[config.mk]
export PLATFORM = sky130hd
export DESIGN_NAME = param_stack
export DESIGN_NICKNAME = d
export VERILOG_FILES = /design/src/rtl/stack_pkg.sv /design/src/rtl/stack_ctl.sv /design/src/rtl/param_stack.sv
export SDC_FILE = /design/constraint.sdc
export NUM_CORES = 1
export LEC_CHECK = 0
export ABC_AREA = 1
export BUFFER_PORTS_ARGS = -buffer_cell sky130_fd_sc_hd__buf_4
export CORE_ASPECT_RATIO = 0.75
export CORE_MARGIN = 2
export CORE_UTILIZATION = 45
export DETAILED_ROUTE_END_ITERATION = 8
export HOLD_SLACK_MARGIN = 0.12
export PLACE_DENSITY = 0.75
export SLEW_MARGIN = 20
export SYNTH_ARGS = -nofsm -noshare
export SYNTH_HDL_FRONTEND = slang
export SYNTH_HIERARCHICAL = 1
export SYNTH_SLANG_ARGS = --single-unit
[constraint.sdc]
create_clock -name ctl -period 2.58 [get_ports ctl]
set_input_delay 0.387 -clock ctl [delete_from_list [all_inputs] [get_ports ctl]]
set_output_delay 0.387 -clock ctl [all_outputs]
set_load 0.02 [all_outputs]
[src/rtl/stack_pkg.sv]
// Shared opcode and select definitions for param_stack.
// ROT opcode is only decoded when STACK_ROT_EN is defined.
package stack_pkg;

    typedef logic [2:0] op_t;

    localparam op_t OP_NOP  = 3'b000;
    localparam op_t OP_PUSH = 3'b001;
    localparam op_t OP_POP  = 3'b010;
    localparam op_t OP_EXCH = 3'b011;
    localparam op_t OP_DUP  = 3'b100;
    localparam op_t OP_CLR  = 3'b101;
    localparam op_t OP_ROT  = 3'b110;

    // Per-entry next-value source for the register array.
    typedef enum logic [2:0] {
        SRC_HOLD = 3'd0,
        SRC_DIN  = 3'd1,
        SRC_ZERO = 3'd2,
        SRC_UP1  = 3'd3,
        SRC_DN1  = 3'd4,
        SRC_DN2  = 3'd5
    } src_t;

endpackage

[src/rtl/stack_ctl.sv]
// Decodes the stack opcode against the occupancy into entry selects,
// next count and flag updates. STACK_ROT_EN enables the ROT opcode.
module stack_ctl
    import stack_pkg::*;
#(
    parameter  int DEPTH = 4,
    localparam int CW    = $clog2(DEPTH + 1)
) (
    input  op_t                   op,
    input  logic [CW-1:0]         count,
    output src_t [DEPTH-1:0]      sel,
    output logic [CW-1:0]         cnt_nxt,
    output logic                  flg_we,
    output logic                  ovr_d,
    output logic                  und_d
);

    int c;

    always_comb begin
        c       = int'(count);
        cnt_nxt = count;
        flg_we  = 1'b0;
        ovr_d   = 1'b0;
        und_d   = 1'b0;
        for (int i = 0; i < DEPTH; i++) begin
            sel[i] = SRC_HOLD;
        end

        unique case (1'b1)
            op == OP_PUSH: begin
                flg_we = 1'b1;
                if (c == DEPTH) begin
                    ovr_d = 1'b1;
                end else begin
                    cnt_nxt = count + 1'b1;
                    for (int i = 0; i < DEPTH; i++) begin
                        if (i == c) sel[i] = SRC_DIN;
                    end
                end
            end
            op == OP_POP: begin
                flg_we = 1'b1;
                if (c == 0) begin
                    und_d = 1'b1;
                end else begin
                    cnt_nxt = count - 1'b1;
                    for (int i = 0; i < DEPTH; i++) begin
                        if (i == c - 1) sel[i] = SRC_ZERO;
                    end
                end
            end
            op == OP_EXCH: begin
                flg_we = 1'b1;
                if (c < 2) begin
                    und_d = 1'b1;
                end else begin
                    for (int i = 0; i < DEPTH; i++) begin
                        if (i == c - 1) sel[i] = SRC_DN1;
                        if (i == c - 2) sel[i] = SRC_UP1;
                    end
                end
            end
            op == OP_DUP: begin
                flg_we = 1'b1;
                if (c == 0) begin
                    und_d = 1'b1;
                end else if (c == DEPTH) begin
                    ovr_d = 1'b1;
                end else begin
                    cnt_nxt = count + 1'b1;
                    for (int i = 0; i < DEPTH; i++) begin
                        if (i == c) sel[i] = SRC_DN1;
                    end
                end
            end
            op == OP_CLR: begin
                flg_we  = 1'b1;
                cnt_nxt = '0;
                for (int i = 0; i < DEPTH; i++) begin
                    sel[i] = SRC_ZERO;
                end
            end
`ifdef STACK_ROT_EN
            op == OP_ROT: begin
                flg_we = 1'b1;
                if (c < 3) begin
                    und_d = 1'b1;
                end else begin
                    // bottom of the three takes the middle, top wraps down
                    for (int i = 0; i < DEPTH; i++) begin
                        if (i == c - 3) sel[i] = SRC_UP1;
                        if (i == c - 2) sel[i] = SRC_UP1;
                        if (i == c - 1) sel[i] = SRC_DN2;
                    end
                end
            end
`endif
            default: begin
            end
        endcase
    end

endmodule

[src/rtl/param_stack.sv]
// Parametrised LIFO stack, one encoded op per falling clock edge.
// Define STACK_ROT_EN to enable the three-entry rotate opcode.
module param_stack
    import stack_pkg::*;
#(
    parameter  int WIDTH = 4,
    parameter  int DEPTH = 4,
    localparam int CW    = $clog2(DEPTH + 1)
) (
    input  logic                   ctl,
    input  logic                   rst,
    input  logic [2:0]             op,
    input  logic [WIDTH-1:0]       din,
    output logic [WIDTH-1:0]       top,
    output logic [WIDTH-1:0]       nxt,
    output logic [CW-1:0]          count,
    output logic                   full,
    output logic                   empty,
    output logic                   over,
    output logic                   under,
    output logic [WIDTH*DEPTH-1:0] dump
);

    logic [WIDTH-1:0] mem [DEPTH];
    logic [WIDTH-1:0] up1 [DEPTH];
    logic [WIDTH-1:0] dn1 [DEPTH];
`ifdef STACK_ROT_EN
    logic [WIDTH-1:0] dn2 [DEPTH];
`endif

    src_t [DEPTH-1:0] sel;
    logic [CW-1:0]    cnt_nxt;
    logic             flg_we;
    logic             ovr_d;
    logic             und_d;

    stack_ctl #(
        .DEPTH (DEPTH)
    ) u_ctl (
        .op      (op),
        .count   (count),
        .sel     (sel),
        .cnt_nxt (cnt_nxt),
        .flg_we  (flg_we),
        .ovr_d   (ovr_d),
        .und_d   (und_d)
    );

    for (genvar i = 0; i < DEPTH; i++) begin : g_nb
        if (i + 1 < DEPTH) begin : g_up
            assign up1[i] = mem[i+1];
        end else begin : g_up0
            assign up1[i] = '0;
        end
        if (i > 0) begin : g_dn
            assign dn1[i] = mem[i-1];
        end else begin : g_dn0
            assign dn1[i] = '0;
        end
`ifdef STACK_ROT_EN
        if (i > 1) begin : g_dn2
            assign dn2[i] = mem[i-2];
        end else begin : g_dn20
            assign dn2[i] = '0;
        end
`endif
        assign dump[i*WIDTH +: WIDTH] = mem[i];
    end

    always_ff @(negedge ctl or negedge rst) begin
        if (!rst) begin
            for (int i = 0; i < DEPTH; i++) begin
                mem[i] <= '0;
            end
            count <= '0;
            over  <= 1'b0;
            under <= 1'b0;
        end else begin
            for (int i = 0; i < DEPTH; i++) begin
                unique case (sel[i])
                    SRC_DIN:  mem[i] <= din;
                    SRC_ZERO: mem[i] <= '0;
                    SRC_UP1:  mem[i] <= up1[i];
                    SRC_DN1:  mem[i] <= dn1[i];
`ifdef STACK_ROT_EN
                    SRC_DN2:  mem[i] <= dn2[i];
`endif
                    default: begin
                    end
                endcase
            end
            count <= cnt_nxt;
            if (flg_we) begin
                over  <= ovr_d;
                under <= und_d;
            end
        end
    end

    // slots above count are always zero, so empty reads fall out as 0
    always_comb begin
        top = '0;
        nxt = '0;
        for (int i = 0; i < DEPTH; i++) begin
            if (i == int'(count) - 1) top = mem[i];
            if (i == int'(count) - 2) nxt = mem[i];
        end
    end

    assign full  = (count == CW'(DEPTH));
    assign empty = (count == '0);

endmodule

* Word-level counts from Yosys, hierarchy flattened
Index checks and enable logic that the tools add are counted.
** Word-level totals
- Bits in registers :: 21
- Latch bits :: 0
- RAM bits :: 0
- Memory bits (read-only) :: 0
- Bits of input ports :: 9
- Output and inout bits :: 31
- Word-level logic and storage cells :: 108
- Memories :: 0
** Cells by class
- Add/sub/neg operators :: 4
- Multiply operators :: 0
- Divide/modulo/power cells :: 0
- $lt $le $gt $ge :: 1
- Equal/unequal tests :: 34
- Shift-type cells :: 0
- Muxes and demuxes :: 48
- Bitwise gates (word level) :: 0
- Reduce and logical (&&, ||, !) cells :: 14
** Operators by type and width (number)
- equality test 3 x 32 -> 1 bit (first input constant) :: 4
- equality test 2 x 32 -> 1 bit (first input constant) :: 2
- logical NOT 32 bit :: 2
- one-hot mux 12 bit (5 select lines) :: 1
- 2-to-1 mux 3 bit :: 14
- 2-to-1 mux 12 bit :: 3
- 2-to-1 mux 4 bit :: 8
- one-hot mux 4 bit (4 select lines) :: 2
- equality test 3 x 2 -> 1 bit (second input constant) :: 10
- equality test 3 bit (second input constant) :: 8
- one-hot mux 4 bit (3 select lines) :: 2
- equality test 3 x 1 -> 1 bit (second input constant) :: 5
- one-hot mux 3 bit (4 select lines) :: 1
- nonzero test 4 bit :: 3
- 2-to-1 mux 11 bit :: 1
- 2-to-1 mux 10 bit :: 1
- 2-to-1 mux 1 bit :: 9
- 2-to-1 mux 2 bit :: 4
- equality test 3 bit (first input constant) :: 2
- logical NOT 3 bit :: 2
- nonzero test 3 bit :: 2
- OR reduction 2 bit :: 3
- OR reduction 5 bit :: 1
- != test 2 bit (second input constant) :: 2
- other kinds (8) :: 9

* Logic depth before layout (Yosys ltp)
- Depth in word-level cells :: 9
- Depth in mapped cells :: 14

* Hierarchy
The synthesis kept the hierarchy.
** By module, submodules not included
- param_stack :: instances 1, cells each 218, area an instance 1580.3 um2, seq. area each 525.5 um2
- stack_ctl :: instances 1, cells each 118, area an instance 626.9 um2, seq. area each 0.0 um2

==> summary.txt <==
Run status
  – Outcome: finished with violations
  – Violated checks: negative setup slack

Critical path
  – Max FO, Critical Path: 8
  – Worst EP required: 2190 ps
  – Critical Path Max Stage Delay: 460 ps
  – Most common cell on crit path: nand4_1
  – Cell depth of the worst setup path: 6
  – Crit Path Class: reg -> out
  – Crit path buf inv count: 3
  – Nature of the critical path endpoint: primary output
  – Slowest CP cell: dfrtn_1
  – CP cell instances: inv_2, buf_4, nor2_2, nand4_1, nand4_1, buf_6
  – Top delay family on crit path: simple AND/OR/NAND/NOR gates
  – Worst path arrival time: 3040 ps
  – Crit start category: flip-flop
  – Worst r2r path cells: 16

Synth
  – Largest area contributor in the netlist: dfrtn_1
  – Syn Inst Count: 336
  – Synth Area in XOR/XNOR: 0%
  – Top_reg_cell synth: dfrtn_1
  – Area contributors post-synth: dfrtn_1 24%, nand2_1 15%, nand3_1 15%
  – Mapped Nets: 358
  – Post-synth top cells: 90 x nand2_1, 65 x nand3_1, 45 x nand4_1, 25 x inv_1, 21 x dfrtn_1
  – Post-synth top area share: 23.8%
  – #FFs+latches synth: 21
  – EDFF count, synth: 0
  – Largest family of logic cells by synthesized area: simple AND/OR/NAND/NOR gates
  – Syn. warnings: 6
  – Synthesized area: 0.00221 sq mm
  – Simple-gate share of the synthesized area: 55.7%
  – Synth cell types: 27
  – Synth Area in Compound Gates: 4.59%
  – Share of flip-flops with an asynchronous set or reset: 100%
  – Synth Area per Inst: 6.57 sq um
  – Count leader, synth: nand2_1
  – Post-synthesis sequential area ratio: 23.8%
  – Multiplexer area fraction after synthesis: 1.02%
  – Synth Area in Adders: 7.37%

Routing
  – Via Count: 3519
  – DR WL/cell: 22.0 um
  – Drt pass-1 iters: 8
  – DRC: 0
  – Via density: 6.72
  – Iteration-0 DRC Markers: 588
  – Final ANT Viol Nets: 0
  – Overall routed net length: 11.5 mm

Timing
  – TNS Setup: -13760 ps
  – Worst-margin pin slew: 339 ps
  – Hold_ws: 463 ps
  – Hold Vio Cnt, Final: 0
  – Slew Limit Fails: 0
  – Slew HR: 77.3%
  – PnR worst setup slack: -844 ps
  – Final setup violation count: 46
  – Clk_skew: 5.92 ps
  – RSZ-0062 raised after global routing: yes

Global routing
  – Vias in the first global route: 3076
  – Total gr overflow: 0
  – Pin count of the biggest net entering global routing: 22
  – Initial antenna violation count: 0
  – First-pass GRT wire length: 15.1 mm
  – All-Layer GR Usage: 34.8%

Pwr
  – Overall power: 4.62 mW
  – Power per Cell Area: 1140 mW/mm^2
  – Leakage: 1.91 nW
  – Max VDD drop: 981 uV

Worst hold path
  – Worst Hold Depth: 1
  – Hold Path Class: reg -> reg

Place
  – Port Buf Inserts: 39
  – Hpwl dp: 5.67 mm
  – Gpl congestion: 0.907

Floorplan
  – Core area: 0.00482 sq mm
  – Die width: 84.9 um
  – I/O pins: 40
  – Die height: 64.7 um
  – Cell Rows: 22
  – DIE AREA: 0.00549 sq mm
  – Starting density of the core: 45.8%

Layout
  – Util after Layout: 84.4%
  – Ant diodes: 0
  – Fill count: 240
  – Nets: 487
  – Layout cells sized above 1: 55.8%
  – Layout area overhead: 84.2%

Clock tree
  – Clock Pin Slew Worst Setup and Hold Paths: 60 ps
  – CTS buffer count: 3
  – Clock Tree Root: clkbuf_8
  – CTS Sinks: 21
  – CTS tree: yes
  – H-Tree Depth: 1
  – Clk buf depth: 2
  – Clk Latency, worst-skew pair: 280 ps

Job
  – Max-Cap Viols: 0
-- cell usage in the layout, fill, tap and decap left out, types with 5 or more instances in the layout --
master / synthesis / routed
inv_2: 9 / 8
inv_4: 2 / 6
o21ai_4: 0 / 9
nor2_2: 2 / 5
nand2_2: 5 / 29
nand2_1: 90 / 61
inv_1: 25 / 21
dfrtn_1: 21 / 21
buf_4: 0 / 78
ha_1: 13 / 11
nor2_4: 3 / 15
nand3_1: 65 / 36
nand4_1: 45 / 45
nand2_4: 6 / 9
buf_6: 1 / 47
nand3_2: 1 / 27
-- where the power goes --
| group | internal (mW) | switching (mW) |
|---|---|---|
| sequential | 0.491 | 0.215 |
| clock | 0.108 | 0.127 |
| combinational | 1.55 | 2.14 |
| total | 2.15 | 2.48 |
-- cells by family (layout without fill, tap and decap cells) --
family | after synthesis | count (layout)
adder cells (fa/ha/maj) | 13 | 13
buffers and inverters | 40 | 168
AO/OA/AOI/OAI | 17 | 17
AND/OR/NAND/NOR | 243 | 243
flip-flops | 21 | 21
multiplexers | 2 | 2
-- path summary, 6_finish.rpt --
check / slack, ps / from / end
worst max-delay path: -840 / count[1] / nxt[2]
worst min-delay path: 460 / over / over
max in group asynchronous: 1140 / rst / dump[10]
min in group asynchronous: 1170 / rst / dump[1]
worst min register to register: 460 / over / over
worst max register to register: -190 / count[0] / dump[8]
-- state kept, by name, indices dropped and copies added (netlist names) --
signal  flops
dump       16
over        1
under       1
count       3
-- layout make-up --
| cell class | instances | area (sq um) | area share [%] |
|---|---|---|---|
| Clock buffer | 3 | 41.3 | 1.02 |
| Clock inverter | 1 | 5.00 | 0.123 |
| Inverter | 36 | 163 | 4.00 |
| Multi-Input combinational cell | 275 | 2090 | 51.3 |
| Sequential cell | 21 | 526 | 12.9 |
| Tap cell | 60 | 75.1 | 1.85 |
| Timing Repair Buffer | 128 | 1170 | 28.8 |
-- per-layer routing --
metal | GRT usage [%] | part of all wire, % | vias to the layer above
met4 | 12.5 | 6.7 | 0
met3 | 5.61 | 13 | 117
li1 | - | - | 1432
met1 | 46.8 | 37 | 1615
met2 | 56.9 | 44 | 355
met5 | 0 | 0 | -
-- worst reg2reg max path, stage by stage (launching register included) --
cell and delay (ps):
dfrtn_1 430, buf_6 120, buf_6 90, buf_4 160, inv_1 120, ha_1 240
inv_1 60, nand2_1 80, nand2_2 110, nand3_1 260, o21ai_4 310, buf_4 170
nand2_4 80, nand3_2 110, nand3_2 100, nand2_1 90, nand2_1 80
-- through the flow --
step                area (sq um)  std cells  setup WS (ps)
floorplan                   2360        336           -806
global placement            3080        483           -535
detailed placement          3080        483           -578
CTS                         3720        511           -747
global route                4070        524           -925
finish                      4070        524           -844
-- what timing repair did --
item | CTS | global route
hold buffers | 0 | 0
pin swaps | 35 | 47
endpoints found under the setup margin | 46 | 47
hold endpoints to repair | 0 | 0
buffers inserted | 24 | 21
gates resized for setup | 101 | 72
No activity file was read; power rests on OpenSTA's default activity.
